<file path="src/rtl/truth_table_sequencer.sv">
// Purpose: exhaustive truth-table checker for one small combinational DUT.
// Latency: a full run takes 2^N_IN*(SETTLE+1) cycles from the cycle after start is sampled.
// Backpressure: none; start is accepted only in IDLE/DONE and ignored while busy.
//
// Ports:
//   i_clk         rising-edge clock
//   i_rst         synchronous reset, active-high (abandons any run, no partial report)
//   i_start       begin a run; sampled in IDLE or DONE only
//   i_dut_out     combinational output of the DUT under test
//   o_dut_in      pattern driven to the DUT as {x,y,z}, MSB = x
//   o_busy        high while a run is in progress (SETTLE/CHECK)
//   o_done        level, high in DONE until the next start or reset
//   o_pass        valid while o_done: 1 iff o_err_count == 0
//   o_err_count   number of mismatching patterns, 0 .. 2^N_IN (never wraps)
//   o_fail_valid  high once any mismatch has been recorded in the current run
//   o_first_fail  pattern index of the first mismatch; 0 while o_fail_valid == 0
module truth_table_sequencer #(
  parameter int N_IN   = 3,
  parameter int SETTLE = 1,
  parameter logic [(1<<N_IN)-1:0] EXPECT = 8'b1011_1000
) (
  input  logic            i_clk,
  input  logic            i_rst,
  input  logic            i_start,
  input  logic            i_dut_out,
  output logic [N_IN-1:0] o_dut_in,
  output logic            o_busy,
  output logic            o_done,
  output logic            o_pass,
  output logic [N_IN:0]   o_err_count,
  output logic            o_fail_valid,
  output logic [N_IN-1:0] o_first_fail
);

  localparam int EW = N_IN + 1;
  // Settle counter holds SETTLE-1 down to 0; keep at least one bit for SETTLE==1.
  localparam int CW = (SETTLE > 1) ? $clog2(SETTLE) : 1;
  localparam logic [CW-1:0]   SETTLE_LOAD = CW'(SETTLE - 1);
  localparam logic [N_IN-1:0] LAST_PAT    = {N_IN{1'b1}};

  localparam logic [1:0] S_IDLE   = 2'd0;
  localparam logic [1:0] S_SETTLE = 2'd1;
  localparam logic [1:0] S_CHECK  = 2'd2;
  localparam logic [1:0] S_DONE   = 2'd3;

  logic [1:0]      r_state;
  logic [CW-1:0]   r_settle_cnt;
  logic [N_IN-1:0] r_dut_in;
  logic            r_busy;
  logic            r_done;
  logic            r_pass;
  logic [N_IN:0]   r_err_count;
  logic            r_fail_valid;
  logic [N_IN-1:0] r_first_fail;

  logic            w_mismatch;
  logic [N_IN:0]   w_err_next;
  logic            w_last;

  assign w_mismatch = (i_dut_out != EXPECT[r_dut_in]);
  // Only consumed in CHECK, so the final verdict includes the last pattern's mismatch.
  assign w_err_next = r_err_count + EW'(w_mismatch);
  assign w_last     = (r_dut_in == LAST_PAT);

  always_ff @(posedge i_clk) begin
    if (i_rst) begin
      r_state      <= S_IDLE;
      r_settle_cnt <= '0;
      r_dut_in     <= '0;
      r_busy       <= 1'b0;
      r_done       <= 1'b0;
      r_pass       <= 1'b0;
      r_err_count  <= '0;
      r_fail_valid <= 1'b0;
      r_first_fail <= '0;
    end else begin
      case (r_state)
        S_IDLE, S_DONE: begin
          // A restart from DONE clears the previous report before the new run.
          if (i_start) begin
            r_state      <= S_SETTLE;
            r_settle_cnt <= SETTLE_LOAD;
            r_dut_in     <= '0;
            r_busy       <= 1'b1;
            r_done       <= 1'b0;
            r_pass       <= 1'b0;
            r_err_count  <= '0;
            r_fail_valid <= 1'b0;
            r_first_fail <= '0;
          end
        end

        S_SETTLE: begin
          if (r_settle_cnt == '0) begin
            r_state <= S_CHECK;
          end else begin
            r_settle_cnt <= r_settle_cnt - CW'(1);
          end
        end

        S_CHECK: begin
          r_err_count <= w_err_next;
          if (w_mismatch && !r_fail_valid) begin
            r_fail_valid <= 1'b1;
            r_first_fail <= r_dut_in;
          end
          if (w_last) begin
            // dut_in stays on the last pattern while the report is held.
            r_state <= S_DONE;
            r_busy  <= 1'b0;
            r_done  <= 1'b1;
            r_pass  <= (w_err_next == '0);
          end else begin
            r_state      <= S_SETTLE;
            r_settle_cnt <= SETTLE_LOAD;
            r_dut_in     <= r_dut_in + N_IN'(1);
          end
        end

        default: r_state <= S_IDLE;
      endcase
    end
  end

  assign o_dut_in     = r_dut_in;
  assign o_busy       = r_busy;
  assign o_done       = r_done;
  assign o_pass       = r_pass;
  assign o_err_count  = r_err_count;
  assign o_fail_valid = r_fail_valid;
  assign o_first_fail = r_first_fail;

endmodule

</file>
<file path="config.mk">
export PLATFORM = sky130hd
export DESIGN_NAME = truth_table_sequencer
export DESIGN_NICKNAME = d
export VERILOG_FILES = /design/src/rtl/truth_table_sequencer.sv
export SDC_FILE = /design/constraint.sdc
export NUM_CORES = 1
export LEC_CHECK = 0
export ABC_CLOCK_PERIOD_IN_PS = 4950
export BUFFER_PORTS_ARGS = -buffer_cell sky130_fd_sc_hd__buf_2
export CORE_MARGIN = 2
export CORE_UTILIZATION = 35
export CTS_CLUSTER_DIAMETER = 50
export CTS_CLUSTER_SIZE = 25
export DETAILED_ROUTE_END_ITERATION = 12
export GPL_TIMING_DRIVEN = 0
export SYNTH_ARGS = -nofsm -noshare
export SYNTH_HDL_FRONTEND = slang
export SYNTH_SLANG_ARGS = --single-unit
</file>
<file path="constraint.sdc">
create_clock -name i_clk -period 4.95 [get_ports i_clk]
set_input_delay 0.495 -clock i_clk [delete_from_list [all_inputs] [get_ports i_clk]]
set_output_delay 0.495 -clock i_clk [all_outputs]
set_load 0.02 [all_outputs]
</file>
After elaboration in Yosys (flattened, before gate mapping)
Memories as Yosys holds them, arrays and structs flattened. A register that Yosys moved wholly into a read port is not among the register bits.
Index checks and enable logic that the tools add are counted.
{ "word_totals": {"ff_bits": 17, "romBits": 8, "inputBits": 4, "out_inout_bits": 14, "elab_cells": 63, "n_memories": 1} }
{ "memory_table": {"columns": ["memory", "depth", "width", "read_ports", "rd_clocked_by_memory_dff", "wr", "line", "rtl"], "rows": [
  ["(name not given)", 8, 1, 1, 1, 0, "60", "assign w_mismatch = (i_dut_out != EXPECT[r_dut_in]);"]
]} }
{ "op_classes": {"addsub": 3, "magnitude_cmp": 1, "n_eq_ne": 10, "mux": 27, "n_reduce_logical": 12} }
{ "ops": {"columns": ["op", "n"], "rows": [
  ["3-bit 2-to-1 mux", 5],
  ["3-bit case mux with 2 select lines", 2],
  ["2-bit inequality test, second input constant", 5],
  ["1-bit 2-to-1 mux", 9],
  ["3-bit AND reduction", 3],
  ["1-bit case mux with 2 select lines", 4],
  ["4-bit case mux with 2 select lines", 1],
  ["2-bit 2-to-1 mux", 3],
  ["2-bit case mux with 3 select lines", 1],
  ["2-bit AND reduction", 3],
  ["4-bit by 1-bit adder with 4-bit output", 1],
  ["2-bit equality test, second input constant", 2],
  ["4-bit logical NOT", 1],
  ["3-bit by 4-bit less-than comparator with 1-bit output, second input constant", 1],
  ["4-bit 2-to-1 mux", 1],
  ["3-bit by 1-bit adder with 3-bit output, second input constant", 1],
  ["3-bit equality test, second input constant", 1],
  ["1-bit case mux with 3 select lines", 1],
  ["2-bit by 1-bit equality test with 1-bit output, second input constant", 1],
  ["2-bit logical NOT", 1],
  ["2-bit nonzero test", 1],
  ["2-bit OR reduction", 1],
  ["1-bit logical AND", 1],
  ["1-bit logical NOT", 1],
  ["2 further kinds", 2]
]} }

Depth between registers and ports, before layout
Gate-level depths: netlist of run 1.
{ "logic_depth": {"ltp_word": 7, "ltp_mapped": 8, "depth_no_buf": 8} }

Worst setup path after synthesis of run 1
OpenSTA, ideal clock, no wires.
{ "synth_timing": {"kind": "register -> register", "start": "reg r_dut_in[0], in the netlist o_dut_in[0]", "end": "reg (tool-made name)", "setup_time_ns": 0.121, "arrival_time_ns": 1.745, "required_time_ns": 4.829, "setup_slack_ns": 3.083, "stages_incl_launch_ff": 7, "period_less_slack_ns": 1.867, "cell_sequence": "dfxtp_1 > ha_1 > ha_1 > and2b_1 > a2bb2oi_1 > o221a_2 > mux2_4"} }
{ "synth_rtl": {"columns": ["element", "line", "rtl"], "rows": [
  ["from (decl)", "48", "logic [N_IN-1:0] r_dut_in;"],
  ["from (signal assigned)", "116", "r_dut_in <= r_dut_in + N_IN'(1);"]
]} }

==> flow_metrics.py, run 1 <==
metrics = {
    "global_route": {
        "gr-total-overflow": 0,
        "grt_pass1_vias": 697,
        "grt_max_degree": 11,
        "track_usage_pct": 14.8,
        "antenna_found_initial": 0,
        "grt_pass1_wl_mm": 3.11,
    },
    "logic_synthesis": {
        "synth_top_area_share_pct": 38.3,
        "avgSynthCellArea_um2": 8.54,
        "synth-seq-cells": 17,
        "synth_cell_types": 35,
        "synth_top_area_cell": "dfxtp_1",
        "syn_area_um2": 888,
        "yosys-top-cells-area": "dfxtp_1 38%, ha_1 8.5%, nor2_1 4.6%",
        "synth_fp_nets": 114,
        "ys_seq_area_share_pct": 38.3,
        "syn_inst": 104,
        "yosys_warnings": 0,
    },
    "sta": {
        "fin_tns_setup_ps": 0,
        "worst_slack_ps": 3000,
        "min_period_ps": 1950,
        "drv_slew": 0,
        "tightest_slew_ps": 474,
        "period_share_pct": 39.5,
        "maxSlewHeadroom_pct": 68.4,
        "maxClockFrequency_mhz": 512,
        "setup_violations": 0,
        "final_hold_viol_count": 0,
        "worst_clock_skew_ps": 2.13,
        "rsz0062_at_grt": "false",
    },
    "die": {
        "dieArea_um2": 2960,
        "die_x_um": 54.4,
        "start_util_pct": 36.5,
        "die_h_um": 54.4,
        "rows": 18,
        "core_area_um2": 2430,
        "io_pins": 18,
    },
    "detailed_routing": {
        "drc": 0,
        "num_vias": 789,
        "antenna_left": 0,
        "wire_per_inst_um": 12.5,
        "drt-pass1-iter-count": 4,
        "drt-total-wl_mm": 1.93,
        "drt_iter0_markers": 10,
        "vias_per_cell": 5.12,
    },
    "final_layout": {
        "fillCellCount": 259,
        "syn_to_final_growth_pct": 16.3,
        "nets": 135,
        "fin_cells": 154,
        "final_cell_area_um2": 1030,
        "antenna_cells": 0,
        "drive_gt1_share_pct": 23.4,
    },
    "cts": {
        "clock-root-buffer": "clkbuf_4",
        "tritoncts": "yes",
        "htree_levels": 1,
        "clk_pin_slew_worst_paths_ps": 100,
        "cts_buffer_depth": 2,
        "clk_latency_ps": 290,
        "cts-buffers-inserted": 3,
        "clkSinkCount": 17,
        "hold_buffers": 0,
        "ctsResizeCount": 0,
        "cts_setup_buffers": 0,
    },
    "setup_path": {
        "cp.required_ps": 5140,
        "cp.arrival_ps": 2140,
        "critical_path_class": "register to register",
        "start_kind": "register",
        "reg2reg_depth": 6,
        "crit_fanout": 8,
        "endpoint_kind": "register",
    },
    "power": {
        "leakage_nw": 0.452,
        "ir_drop_mv": 0.235,
        "p_sw_share_pct": 41.0,
        "comb_power_share_pct": 45.3,
        "pwr-share-seq_pct": 37.5,
        "switching_power_w": 0.000178,
        "internal_power_w": 0.000256,
        "powerDensity_nw_per_um2": 420,
        "pwr-share-clk_pct": 17.2,
    },
    "run_status": {
        "outcome": "finished, final reports clean",
    },
    "place": {
        "post_dp_cell_area_um2": 1010,
        "pre_cts_ws_ps": 3010,
        "dp_hpwl_mm": 1.45,
        "port_buffers": 16,
        "dp_cells": 150,
        "gp_congestion": 0.763,
    },
    "worst_hold_path": {
        "holdCritPathClass": "register to register",
        "whs_path_depth": 2,
    },
    "job": {
        "max-cap-violations": 0,
    },
}
flip-flops by register name (all words and copies together) (netlist names), named ones only:
name / cells
o_fail_valid: 1
r_state: 2
o_pass: 1
o_first_fail: 3
o_busy: 1
o_dut_in: 3
o_done: 1
o_err_count: 4
Yosys cell counts:
cell type,count
a32oi_1,2
nor2_1,11
a21oi_1,8
nand2b_1,3
inv_1,8
or2_2,1
clkbuf_1,2
o221a_2,1
nand3_1,3
nand3b_1,1
nor2b_1,2
and3_1,1
a2bb2oi_1,2
xor2_1,1
nand2_1,10
nand4_1,1
o21ai_0,5
buf_2,1
ha_1,6
o21ai_2,1
o21a_1,1
a32o_1,1
o32ai_1,3
and2b_4,1
or3_4,1
mux2_4,1
a211oi_1,1
dfxtp_1,17
and2b_1,1
a211o_1,1
nor3_1,2
buf_6,1
xnor2_1,1
buf_4,1
o221ai_1,1
area by class of cell:
type | count | area (um^2) | area share [%]
well taps | 30 | 37.5 | 3.63
clock buffers | 3 | 22.5 | 2.18
inverters | 8 | 30.0 | 2.91
flip-flops and latches | 17 | 340 | 32.9
clock inverters | 1 | 5.00 | 0.484
repair buffers | 16 | 80.1 | 7.75
plain buffers | 5 | 31.3 | 3.03
multi-input cells | 74 | 487 | 47.1
layout by cell type (no fill, tap or decap), types with 2 or more instances in the layout:
cell	instances
a21oi_1	8
nor2b_1	2
nand3_1	3
clkbuf_4	3
nor2_1	11
o21ai_0	5
dfxtp_1	17
a32oi_1	2
ha_1	6
buf_2	17
nor3_1	2
nand2b_1	3
inv_1	8
o32ai_1	3
clkbuf_1	2
a2bb2oi_1	2
nand2_1	10
critical path, cell delays in order (launching register included):
cell       delay [ps]
dfxtp_1           440
ha_1              190
ha_1              290
and2b_1           260
a2bb2oi_1         140
o221a_2           230
mux2_4            290
per-layer routing:
metal  global-route usage [%]  vias to the layer above  share of wire [%]
met5                        0                        -                  0
met4                     2.50                        0                  0
met3                     4.92                        0                6.5
met2                     24.5                       24                 45
met1                     19.0                      355                 49
li1                         -                      410                  -
per-stage QoR:
step,utilization (%),total power [W],hold WS (ps)
finish,42.5,0.000434,479
global route,42.5,0.000466,507
CTS,42.5,0.000438,481
detailed placement,41.4,0.000361,464
global placement,41.4,0.000356,457
floorplan,-,0.000316,495
logic make-up after synthesis:
logic type | after synthesis | synth area share (%)
XOR/XNOR | 2 | 1.97
buffers and inverters | 13 | 6.90
AND/OR/NAND/NOR | 38 | 21.4
AO/OA/AOI/OAI | 27 | 21.3
multiplexers | 1 | 1.69
adder cells (fa/ha/maj) | 6 | 8.45
flip-flops | 17 | 38.3
path summary, 6_finish.rpt:
check / slack (ps) / end / start
setup / recovery: 3000 / register / o_dut_in[0]
hold / removal: 480 / o_first_fail[0] / o_first_fail[0]
setup reg to reg: 3000 / register / o_dut_in[0]
hold reg to reg: 480 / o_first_fail[0] / o_first_fail[0]
power groups by stage:
stage	logic (W)	clock network (W)	registers [W]
5_1_grt	0.000218	0.0000832	0.000165
6_report	0.000196	0.0000746	0.000163
3_3_place_gp	0.000191	0	0.000165
3_5_place_dp	0.000195	0	0.000167
2_1_floorplan	0.000144	0	0.000172
4_1_cts	0.000196	0.0000788	0.000163
No activity file was read; power rests on OpenSTA's default activity.
==> run 2: changes to the inputs <==
--- a/config.mk
+++ b/config.mk
@@ -5,7 +5,8 @@
 export SDC_FILE = /design/constraint.sdc
 export NUM_CORES = 1
 export LEC_CHECK = 0
-export ABC_CLOCK_PERIOD_IN_PS = 4950
+export ABC_AREA = 1
+export ABC_CLOCK_PERIOD_IN_PS = 2000
 export BUFFER_PORTS_ARGS = -buffer_cell sky130_fd_sc_hd__buf_2
 export CORE_MARGIN = 2
 export CORE_UTILIZATION = 35
==> constraint.sdc (replaced) <==
create_clock -name i_clk -period 2 [get_ports i_clk]
set_input_delay 0.2 -clock i_clk [delete_from_list [all_inputs] [get_ports i_clk]]
set_output_delay 0.2 -clock i_clk [all_outputs]
set_load 0.02 [all_outputs]
==> run 2 against run 1 <==
  * Power is 57% higher
  * Clock-buffer cell count increased by 1
  * Worst setup slack got worse by 2500 ps
  * Largest power group is now registers
  * Non-clock buffer count decreased by 3
  * First-iteration DRC count increased by 30%
  * Largest cell class unchanged
==> flow_metrics.py, run 2 <==
metrics = {
    "cts": {
        "clkSinkCount": 17,
        "tritoncts": "yes",
        "cts_setup_buffers": 0,
        "hold_buffers": 0,
        "cts_buffer_depth": 2,
        "ctsResizeCount": 0,
        "clock-root-buffer": "clkbuf_4",
        "cts-buffers-inserted": 3,
        "clk_latency_ps": 290,
        "clk_pin_slew_worst_paths_ps": 100,
        "htree_levels": 1,
    },
    "global_route": {
        "grt_util_met2_pct": 20.5,
        "track_usage_pct": 13.3,
        "grt_pass1_vias": 705,
        "grt_pass1_wl_mm": 2.85,
        "grt_max_degree": 11,
        "busiest_layer": "met2",
        "antenna_found_initial": 0,
        "grtUsageMet3_pct": 3.28,
        "gr-total-overflow": 0,
        "grtUsageMet1_pct": 17.9,
    },
    "setup_path": {
        "cp.arrival_ps": 1760,
        "slowest_delay_ps": 360,
        "cp.required_ps": 2210,
        "start_kind": "register",
        "critical_path_class": "register to register",
        "cpMostUsedCell": "nand2_1",
        "crit_chain": "inv_1 > ha_1 > nand2_2 > nand2_1 > nor2_2 > nand2_1 > a21oi_1",
        "cpMaxStageDelayCell": "dfxtp_1",
        "endpoint_kind": "register",
        "reg2reg_depth": 7,
        "crit_fanout": 9,
    },
    "logic_synthesis": {
        "synthTopCellsByCount": "30 x nand2_1, 17 x dfxtp_1, 16 x inv_1",
        "synth_top_area_share_pct": 38.3,
        "yosys-top-cells-area": "dfxtp_1 38%, nand2_1 13%, ha_1 8.5%",
        "synth_cell_types": 22,
        "synth_ff_type": "dfxtp_1",
        "syn_inst": 119,
        "synth_top_area_cell": "dfxtp_1",
        "ys_seq_area_share_pct": 38.3,
        "synth_edf_count": 0,
        "syn_area_um2": 888,
        "synth.most_common_cell": "nand2_1",
        "yosys_warnings": 0,
        "ys_async_sr_fraction_pct": 0,
        "synth_fp_nets": 129,
        "synth-seq-cells": 17,
        "avgSynthCellArea_um2": 7.47,
    },
    "power": {
        "ir_drop_mv": 0.457,
        "leakage_nw": 0.500,
        "powerDensity_nw_per_um2": 656,
    },
    "die": {
        "die_x_um": 54.4,
        "core_area_um2": 2430,
        "die_h_um": 54.4,
        "dieArea_um2": 2960,
        "rows": 18,
        "start_util_pct": 36.5,
        "io_pins": 18,
    },
    "detailed_routing": {
        "vias_per_cell": 4.55,
        "wire_per_inst_um": 10.1,
        "num_vias": 773,
        "drt-total-wl_mm": 1.71,
        "antenna_left": 0,
        "drc": 0,
        "drt-pass1-iter-count": 4,
        "drt_iter0_markers": 13,
    },
    "sta": {
        "tightest_slew_ps": 506,
        "final_hold_viol_count": 0,
        "worst_clock_skew_ps": 6.16,
        "drv_slew": 0,
        "min_period_ps": 1550,
        "rsz0062_at_grt": "false",
        "maxClockFrequency_mhz": 646,
        "maxSlewHeadroom_pct": 66.3,
        "period_share_pct": 77.3,
        "fin_tns_setup_ps": 0,
        "setup_violations": 0,
    },
    "place": {
        "dp_hpwl_mm": 1.36,
        "dp_cells": 166,
        "port_buffers": 17,
        "gp_congestion": 0.729,
    },
    "final_layout": {
        "antenna_cells": 0,
        "final_common_cell": "nand2_1",
        "fin_cells": 170,
        "drive_gt1_share_pct": 27.1,
        "finish.utilization_pct": 42.6,
        "fillCellCount": 268,
        "largest_reg_flops": 4,
        "nets": 151,
        "final_cell_mix": "30 x nand2_1, 17 x dfxtp_1, 17 x buf_2",
        "syn_to_final_growth_pct": 16.8,
    },
    "worst_hold_path": {
        "holdCritPathClass": "input port to register",
        "whs_path_depth": 2,
    },
    "job": {
        "max-cap-violations": 0,
    },
    "run_status": {
        "outcome": "finished, final reports clean",
    },
}
-- run 2: worst paths after layout --
path	slack, ps	end	startpoint
worst max-delay path	450	o_first_fail[0]	r_state[0]
worst min-delay path	130	o_pass	i_rst
worst max register to register	450	o_first_fail[0]	r_state[0]
worst min register to register	460	o_busy	o_busy
-- run 2: cell type report --
cell class | count | area, um^2 | share of cell area, %
multi-input combinational | 81 | 465 | 44.9
sequential | 17 | 340 | 32.8
timing repair buffer | 17 | 85.1 | 8.20
inverter | 20 | 78.8 | 7.60
tap | 30 | 37.5 | 3.62
clock buffer | 4 | 26.3 | 2.53
buffer | 1 | 3.75 | 0.362
-- run 2: cell families (layout without fill, tap and decap cells) --
group	after synthesis	count (layout)	share of synthesized area (%)
AND/OR/NAND/NOR	55	55	30.1
buffers and inverters	21	42	9.30
AO/OA/AOI/OAI	18	18	11.8
flip-flops	17	17	38.3
adder cells (fa/ha/maj)	6	6	8.45
XOR/XNOR	2	2	1.97
-- run 2: through the flow --
step	hold slack, ps	area, um^2	worst slack (ps)	power (W)
final	130	1040	453	0.000680
after global routing	128	1040	254	0.000720
after CTS	124	1040	441	0.000690
after detailed placement	444	1010	456	0.000509
after global placement	447	1010	506	0.000505
after floorplan	262	888	560	0.000475
-- run 2: worst max-delay path, delay by kind of cell (launching register included) --
kind	cells	cell delay (ps)
AOI/OAI and AO/OA	1	140
adders and majority gates	1	330
buffers and inverters	1	50
DFF	1	360
and+or+nand+nor	4	590
-- run 2: metal layers --
layer / share of wire, % / vias up
li1: - / 417
met1: 49 / 341
met2: 46 / 13
met3: 4.2 / 2
met4: 0.99 / 0
met5: 0 / -
-- run 2: where the power goes --
| part | switching (W) | internal [W] | total [W] |
|---|---|---|---|
| registers | 0.00000730 | 0.000349 | 0.000357 |
| clock network | 0.000102 | 0.0000775 | 0.000180 |
| logic | 0.0000982 | 0.0000457 | 0.000144 |
